==> src/rtl/judge_ctrl.sv <==
// Rhythm-game judgement and game-state controller: debounces the buttons, grades
// track presses against the lcd_ctrl hit flags, and keeps score, combo and lives.
module judge_ctrl #(
  parameter int DEBOUNCE_MS = 10,
  parameter int PERFECT_PTS = 10,
  parameter int NORMAL_PTS  = 5,
  parameter int MAX_LIVES   = 5,
  parameter int SCORE_MAX   = 9999
) (
  input  logic        clk,
  input  logic        rst,
  input  logic        i_tick,
  input  logic        i_btn_t1,
  input  logic        i_btn_t2,
  input  logic        i_btn_start,
  input  logic        i_hit_t1,
  input  logic        i_pre_hit_t1,
  input  logic        i_hit_t2,
  input  logic        i_pre_hit_t2,
  input  logic        i_miss_t1,
  input  logic        i_miss_t2,
  output logic        o_clear_t1_perf,
  output logic        o_clear_t1_norm,
  output logic        o_clear_t2_perf,
  output logic        o_clear_t2_norm,
  output logic        o_game_start,
  output logic        o_game_over,
  output logic [13:0] o_score,
  output logic [7:0]  o_combo,
  output logic [7:0]  o_max_combo,
  output logic [3:0]  o_lives,
  output logic        o_judge_valid,
  output logic [1:0]  o_judge_result
);

  localparam int CW = (DEBOUNCE_MS < 2) ? 1 : $clog2(DEBOUNCE_MS + 1);
  localparam logic [CW:0]  DB_LIM = (CW+1)'(DEBOUNCE_MS);
  localparam logic [14:0]  PP     = 15'(PERFECT_PTS);
  localparam logic [14:0]  NP     = 15'(NORMAL_PTS);
  localparam logic [14:0]  SMAX   = 15'(SCORE_MAX);
  localparam logic [3:0]   LIVES0 = 4'(MAX_LIVES);

  localparam logic [1:0] RES_PERF = 2'd1;
  localparam logic [1:0] RES_NORM = 2'd2;
  localparam logic [1:0] RES_BAD  = 2'd3;

  typedef enum logic [1:0] {IDLE, PLAY, OVER} state_t;

  // Button index: 0 = track 1, 1 = track 2, 2 = start.
  logic [2:0] btn_raw;
  logic [2:0] press;

  assign btn_raw = {i_btn_start, i_btn_t2, i_btn_t1};

  generate
    for (genvar gi = 0; gi < 3; gi++) begin : g_btn
      logic          s1_reg;
      logic          s2_reg;
      logic          deb_reg;
      logic          press_reg;
      logic [CW-1:0] cnt_reg;
      logic [CW:0]   cnt_inc;

      assign cnt_inc   = {1'b0, cnt_reg} + 1'b1;
      assign press[gi] = press_reg;

      always_ff @(posedge clk) begin
        if (rst) begin
          s1_reg    <= 1'b0;
          s2_reg    <= 1'b0;
          deb_reg   <= 1'b0;
          press_reg <= 1'b0;
          cnt_reg   <= '0;
        end else begin
          s1_reg    <= btn_raw[gi];
          s2_reg    <= s1_reg;
          press_reg <= 1'b0;
          if (i_tick) begin
            if (s2_reg == deb_reg) begin
              cnt_reg <= '0;
            end else if (cnt_inc >= DB_LIM) begin
              // Stable long enough: accept the new level; only rising edges are events.
              cnt_reg   <= '0;
              deb_reg   <= s2_reg;
              press_reg <= s2_reg;
            end else begin
              cnt_reg <= cnt_inc[CW-1:0];
            end
          end
        end
      end
    end
  endgenerate

  state_t      state_reg, state_next;
  logic [13:0] score_reg, score_next;
  logic [7:0]  combo_reg, combo_next;
  logic [7:0]  max_reg, max_next;
  logic [3:0]  lives_reg, lives_next;
  logic [1:0]  result_reg, result_next;
  logic        valid_reg, valid_next;
  logic [3:0]  clr_reg, clr_next;   // {t2_norm, t2_perf, t1_norm, t1_perf}

  logic [1:0]  g1, g2;
  logic [14:0] add1, add2, score_sum;
  logic [8:0]  combo_sum;
  logic [3:0]  miss_cnt;
  logic        brk;

  always_comb begin
    state_next  = state_reg;
    score_next  = score_reg;
    combo_next  = combo_reg;
    max_next    = max_reg;
    lives_next  = lives_reg;
    result_next = result_reg;
    valid_next  = 1'b0;
    clr_next    = 4'b0000;

    g1   = i_hit_t1 ? RES_PERF : (i_pre_hit_t1 ? RES_NORM : RES_BAD);
    g2   = i_hit_t2 ? RES_PERF : (i_pre_hit_t2 ? RES_NORM : RES_BAD);
    add1 = !press[0] ? 15'd0 : (g1 == RES_PERF ? PP : (g1 == RES_NORM ? NP : 15'd0));
    add2 = !press[1] ? 15'd0 : (g2 == RES_PERF ? PP : (g2 == RES_NORM ? NP : 15'd0));
    score_sum = {1'b0, score_reg} + add1 + add2;
    combo_sum = {1'b0, combo_reg}
              + {8'd0, press[0] && g1 != RES_BAD}
              + {8'd0, press[1] && g2 != RES_BAD};
    miss_cnt  = {3'd0, i_miss_t1} + {3'd0, i_miss_t2};
    brk = (press[0] && g1 == RES_BAD) || (press[1] && g2 == RES_BAD)
        || i_miss_t1 || i_miss_t2;

    case (state_reg)
      IDLE: begin
        if (press[2]) begin
          state_next = PLAY;
          score_next = '0;
          combo_next = '0;
          max_next   = '0;
          lives_next = LIVES0;
        end
      end
      PLAY: begin
        score_next = (score_sum > SMAX) ? SMAX[13:0] : score_sum[13:0];
        if (brk)
          combo_next = '0;
        else
          combo_next = combo_sum[8] ? 8'd255 : combo_sum[7:0];
        if (combo_next > max_reg)
          max_next = combo_next;
        lives_next = (lives_reg > miss_cnt) ? lives_reg - miss_cnt : 4'd0;
        if (lives_next == 4'd0)
          state_next = OVER;

        valid_next = press[0] || press[1];
        if (press[0])
          result_next = g1;
        else if (press[1])
          result_next = g2;
        clr_next[0] = press[0] && g1 == RES_PERF;
        clr_next[1] = press[0] && g1 == RES_NORM;
        clr_next[2] = press[1] && g2 == RES_PERF;
        clr_next[3] = press[1] && g2 == RES_NORM;
      end
      OVER: begin
        if (press[2])
          state_next = IDLE;
      end
      default: state_next = IDLE;
    endcase
  end

  always_ff @(posedge clk) begin
    if (rst) begin
      state_reg  <= IDLE;
      score_reg  <= '0;
      combo_reg  <= '0;
      max_reg    <= '0;
      lives_reg  <= LIVES0;
      result_reg <= '0;
      valid_reg  <= 1'b0;
      clr_reg    <= '0;
    end else begin
      state_reg  <= state_next;
      score_reg  <= score_next;
      combo_reg  <= combo_next;
      max_reg    <= max_next;
      lives_reg  <= lives_next;
      result_reg <= result_next;
      valid_reg  <= valid_next;
      clr_reg    <= clr_next;
    end
  end

  assign o_clear_t1_perf = clr_reg[0];
  assign o_clear_t1_norm = clr_reg[1];
  assign o_clear_t2_perf = clr_reg[2];
  assign o_clear_t2_norm = clr_reg[3];
  assign o_game_start    = (state_reg == PLAY);
  assign o_game_over     = (state_reg == OVER);
  assign o_score         = score_reg;
  assign o_combo         = combo_reg;
  assign o_max_combo     = max_reg;
  assign o_lives         = lives_reg;
  assign o_judge_valid   = valid_reg;
  assign o_judge_result  = result_reg;

endmodule

==> config.mk <==
export PLATFORM = sky130hd
export DESIGN_NAME = judge_ctrl
export DESIGN_NICKNAME = d
export VERILOG_FILES = /design/src/rtl/judge_ctrl.sv
export SDC_FILE = /design/constraint.sdc
export NUM_CORES = 1
export LEC_CHECK = 0
export BUFFER_PORTS_ARGS = -buffer_cell sky130_fd_sc_hd__buf_2
export CAP_MARGIN = 30
export CORE_MARGIN = 3
export CORE_UTILIZATION = 49
export CTS_CLUSTER_SIZE = 30
export DETAILED_ROUTE_END_ITERATION = 10
export GPL_TIMING_DRIVEN = 0
export PLACE_DENSITY = 0.82
export SYNTH_ARGS = -nofsm -noshare
export SYNTH_HDL_FRONTEND = slang
export SYNTH_SLANG_ARGS = --single-unit
==> constraint.sdc <==
create_clock -name clk -period 3.81 [get_ports clk]
set_input_delay 0.1905 -clock clk [delete_from_list [all_inputs] [get_ports clk]]
set_output_delay 0.1905 -clock clk [all_outputs]
set_load 0.02 [all_outputs]
## Word level (Yosys, flattened, before mapping)

Index checks and enable logic that the tools add are counted.

- Logic and storage cells: 125
- Input bits: 12
- Output and inout port bits: 43
- Register bits after elaboration: 67

- Order comparisons: 6
- Equality and inequality tests: 17
- Bitwise gates (word level): 8
- Reductions and logical operators: 27
- Muxes and demuxes: 35
- Add/sub/neg operators: 9

Operators by type and width:

| kind | count |
|---|---|
| two-way mux 4 bit | 12 |
| two-way mux 8 bit | 5 |
| case mux 8 bit (2 select lines) | 2 |
| two-way mux 14 bit | 2 |
| case mux 14 bit (2 select lines) | 1 |
| adder 14 x 4 -> 15 bit | 1 |
| adder 15 x 4 -> 15 bit | 1 |
| adder 4 x 1 -> 5 bit (second input constant) | 3 |
| >= comparator 5 x 4 -> 1 bit (second input constant) | 3 |
| greater-than comparator 15 x 14 -> 1 bit (second input constant) | 1 |
| AND reduction 3 bit | 5 |
| two-way mux 2 bit | 7 |
| OR reduction 4 bit | 3 |
| == test 2 bit (second input constant) | 5 |
| adder 8 x 1 -> 9 bit | 1 |
| adder 9 x 1 -> 9 bit | 1 |
| greater-than comparator 8 bit | 1 |
| logical AND 1 bit | 8 |
| inverter 1 bit | 8 |
| case mux 4 bit (2 select lines) | 1 |
| == test 2 x 1 -> 1 bit (second input constant) | 3 |
| two-way mux 3 bit | 2 |
| != test 2 x 1 -> 1 bit (second input constant) | 3 |
| != test 2 bit (second input constant) | 3 |
| 12 further kinds | 20 |

## Depth between registers and ports, before layout

- Depth after elaboration: 12
- Mapped depth: 19

## Least setup slack after synthesis

No wires, ideal clock.

- Path kind: register -> register
- Start point: reg g_btn[0].press_reg
- End point: reg score_reg[6], in the netlist o_score[6]
- Slack: 409 ps
- Path buffers: 1
- Data required time: 3693 ps
- Arrival: 3284 ps
- Cell stages (with the launch flop): 18
- Path through: dfxtp_1 > nand2_1 > or2_2 > xnor2_1 > ha_1 > a21o_1 > ha_1 > inv_1 > fa_1 > nand2b_1 > a21o_1 > or3_1 > o2bb2ai_2 > o21a_2 > a21oi_2 > buf_6 > a31o_1 > a22o_1

- Cells in the longest elaborated chain, start to end: 6

Ends and longest elaborated chain:

| element | line | text |
|---|---|---|
| start: declaration | 60 | `logic press_reg;` |
| start signal: assignment | 85 | `press_reg <= s2_reg;` |
| two-way mux 4 bit * | 122 | `add1 = !press[0] ? 15'd0 : (g1 == RES_PERF ? PP : (g1 == RES_NORM ? NP : 15'd0));` |
| adder 14 x 4 -> 15 bit * | 124 | `score_sum = {1'b0, score_reg} + add1 + add2;` |
| adder 15 x 4 -> 15 bit * | 124 |  |
| greater-than comparator 15 x 14 -> 1 bit | 143 | `score_next = (score_sum > SMAX) ? SMAX[13:0] : score_sum[13:0];` |
| two-way mux 14 bit * | 143 |  |
| case mux 14 bit (2 select lines) * | 132 | `case (state_reg)` |
| end signal: assignment | 184 | `score_reg <= score_next;` |
| end: declaration | 96 | `logic [13:0] score_reg, score_next;` |

Every way passes the cells marked *; elsewhere a longest branch is shown, timed or not.
A chain may end at the register's enable or synchronous reset.

## Worst setup path in the final report

Same ends and word-level chain as after synthesis.

==> run_results.csv <==
group,metric,value,unit
drt,drc_errors,0,
floorplan,io_pins,55,
synthesis,ys_ff_latch,67,
worst_setup_path,end_kind,"register",
sta,skew,12.9,ps
placed_design,dp_hpwl,6840,µm
cts,cts.htree.levels,3,
cts,cts_root_buf,"clkbuf_8",
placed_design,gp_congestion,0.931,
synthesis,synth_cell_types,51,
sta,finalSetupViolCount,0,
worst_setup_path,r2r_slack,150,ps
synthesis,synth_fp_nets,498,
outcome,status,"completed",
hold_path,worstHoldStart,"i_btn_t2",
floorplan,die_area,0.00881,mm²
synthesis,synth_xor_area_frac,0.0393,
power,ir_drop,0.206,mV
floorplan,core,0.00737,mm²
drt,dr.pass1.iters,4,
sta,tightest_slew,571,ps
worst_setup_path,cp_max_fo,10,
synthesis,synth_top_cell_by_area,"dfxtp_1",
cts,clk_path_buf_depth,2,
sta,fin_crit_sh,0.962,
floorplan,initial_utilization,0.514,
worst_setup_path,critPathLaunch,"g_btn[0].press_reg",
synthesis,synth_simple_gate_area_frac,0.228,
synthesis,synthTopCellsByArea,"dfxtp_1, ha_1, nor2_1, nand2_1, a21oi_1",
floorplan,rows,31,
worst_setup_path,path_common_cell,"a21o_1",
synthesis,synthAdderAreaFrac,0.106,
sta,hold_viol,0,
drt,ant_nets,0,
sta,setup_tns,0,ps
worst_setup_path,slowest_stage,"dfxtp_2",
synthesis,yosysMostFrequentCell,"dfxtp_1",
cts,cts.sinks,67,
sta,relSlewSlack,0.620,
drt,viasPerCell,5.53,
cts,cts_buffers,9,
layout,area_delta_synth_final,17.7,%
sta,max_freq,273,MHz
synthesis,synth_mux_area_frac,0.0142,
worst_setup_path,crit_required,4030,ps
synthesis,synth_seq_area_share,0.354,
synthesis,synth_top_area_frac,0.354,
cts,cts_tree,"yes",
cts,clk_pin_slew_worst_paths,70,ps
grt,grt_pass1_vias,3289,
placed_design,pre_cts_ws,-197,ps
floorplan,die_w,93.9,µm
synthesis,synth_compound_area_frac,0.214,
synthesis,synth_top_family_by_area,"simple AND/OR/NAND/NOR gates",
drt,wl_per_cell,14.6,µm
grt,grt_max_degree,12,
grt,globalRouteOverflowTotal,0,
worst_setup_path,critPathMaxStageDelay,380,ps
drt,wirelength,9170,µm
layout,diodes,0,
sta,timing.final.crit_period,3660,ps
synthesis,syn_inst,457,
hold_path,hold_path.class,"primary input to register",
cts,clock_latency,340,ps
power,leakage,1.92,nW
layout,nFillCells,644,
drt,first_iter_violations,147,
synthesis,synth-edff-count,0,
worst_setup_path,worstSetupPathType,"register to register",
synthesis,synth_commonest_cells,"dfxtp_1, nor2_1, nand2_1",
worst_setup_path,r2r_start,"g_btn[0].press_reg",
worst_setup_path,arrival,3890,ps
worst_setup_path,critPathLaunchType,"register",
grt,track_usage,0.212,
worst_setup_path,path_cells,"nand2_1 > or2_2 > xnor2_2 > ha_1 > a21o_1 > ha_2 > inv_1 > fa_2 > nand2b_1 > a21o_1 > or3_1 > o2bb2ai_2 > o21a_2 > a21oi_2 > buf_6 > a31o_1 > a22o_1",
job,maxCapViolCount,0,
drt,num_vias,3481,
power,cellPowerDensity,314,mW/mm²
synthesis,synth_area,0.00378,mm²
layout,nets,566,
grt,grt_pass1_wl,15100,µm
synthesis,async_reset_ff_frac,0,
synthesis,synth-main-ff-cell,"dfxtp_1",
sta,slew_violations,0,
cts,cts.hold.buffers_added,0,
synthesis,syn_avg_cell_area,8.28,µm²
sta,layout_setup_ws,145,ps
synthesis,ys_warn_count,0,
grt,antenna_found_initial,0,
sta,hold-worst-slack,61.0,ps
layout,drive_gt1_frac,0.187,
placed_design,numPortBuffers,54,
floorplan,die_height,93.9,µm
layout,largest_reg_flops,14,
==> cell type report <==
type                    instances  area, µm²  area share
plain buffers                  15       68.8      0.0154
clock buffers                  11        131      0.0295
clock inverters                 5       77.6      0.0174
inverters                      27        101      0.0228
multi-input cells             348       2320       0.520
flip-flops and latches         67       1340       0.301
well taps                      99        124      0.0278
repair buffers                 57        293      0.0657
==> critical path, delay by kind of cell (launching register included) <==
kind,cells,cell delay (ps)
xor+xnor,1,130
simple gates,4,970
fa+ha+maj,3,740
flops,1,380
compound gates,7,1100
buf+inv,2,210
==> cells by family (layout without fill, tap and decap cells) <==
group	after synthesis	in the layout
AO/OA/AOI/OAI	123	123
XOR/XNOR	17	17
adder cells (fa/ha/maj)	29	29
buffers and inverters	42	115
flip-flops	67	67
multiplexers	5	5
AND/OR/NAND/NOR	174	174
==> per-layer routing <==
metal | share of wire | GRT usage | up-vias | wire length (µm)
li1 | - | - | 1733 | -
met2 | 0.49 | 0.360 | 104 | 4470
met4 | 0.020 | 0.0903 | 0 | 181
met5 | 0 | 0 | - | 0
met3 | 0.061 | 0.0377 | 15 | 562
met1 | 0.43 | 0.263 | 1629 | 3960
==> path summary, 6_finish.rpt <==
check | endpoint | cells past startpoint
setup / recovery | o_score[6] | 17
setup reg to reg | o_score[6] | 17
hold / removal | g_btn[1].s1_reg | 2
hold reg to reg | g_btn[0].s2_reg | 1
==> where the power goes <==
group          total, mW  leakage (nW)  internal [mW]  switching [mW]
Combinational     0.0512          1.27         0.0181          0.0331
Clock              0.641         0.103          0.367           0.274
Sequential         0.706         0.541          0.704         0.00238
Total               1.40          1.92           1.09           0.310
==> what timing repair did <==
item,in CTS,in global routing
setup buffers,1,2
gates resized for setup,4,9
pin swaps,1,0
endpoints found under the setup margin,8,21
==> through the flow <==
stage	instance area [µm²]	power (mW)	util	instances
after global placement	4180	0.771	0.567	610
after detailed placement	4180	0.773	0.567	610
after CTS	4410	1.41	0.598	627
after floorplan	3780	0.753	-	457
after global routing	4450	1.45	0.604	629
final	4450	1.40	0.604	629
==> cell usage in the layout, fill, tap and decap left out, types with 4 or more instances in the layout <==
cell type,n
a211oi_1,6
a21o_1,7
a21oi_1,25
a21oi_2,4
a22o_1,13
a22oi_1,10
and2_1,8
buf_2,54
buf_4,4
clkbuf_1,14
clkbuf_8,9
dfxtp_1,66
fa_1,4
ha_1,23
inv_1,27
nand2_1,39
nand2b_1,9
nand3_1,11
nand4_1,4
nor2_1,54
nor2b_1,17
nor3_1,5
nor3b_1,5
o21ai_0,28
o21ai_1,5
or2_2,4
xnor2_1,10
xor2_1,6
(Power assumes the default switching activity.)
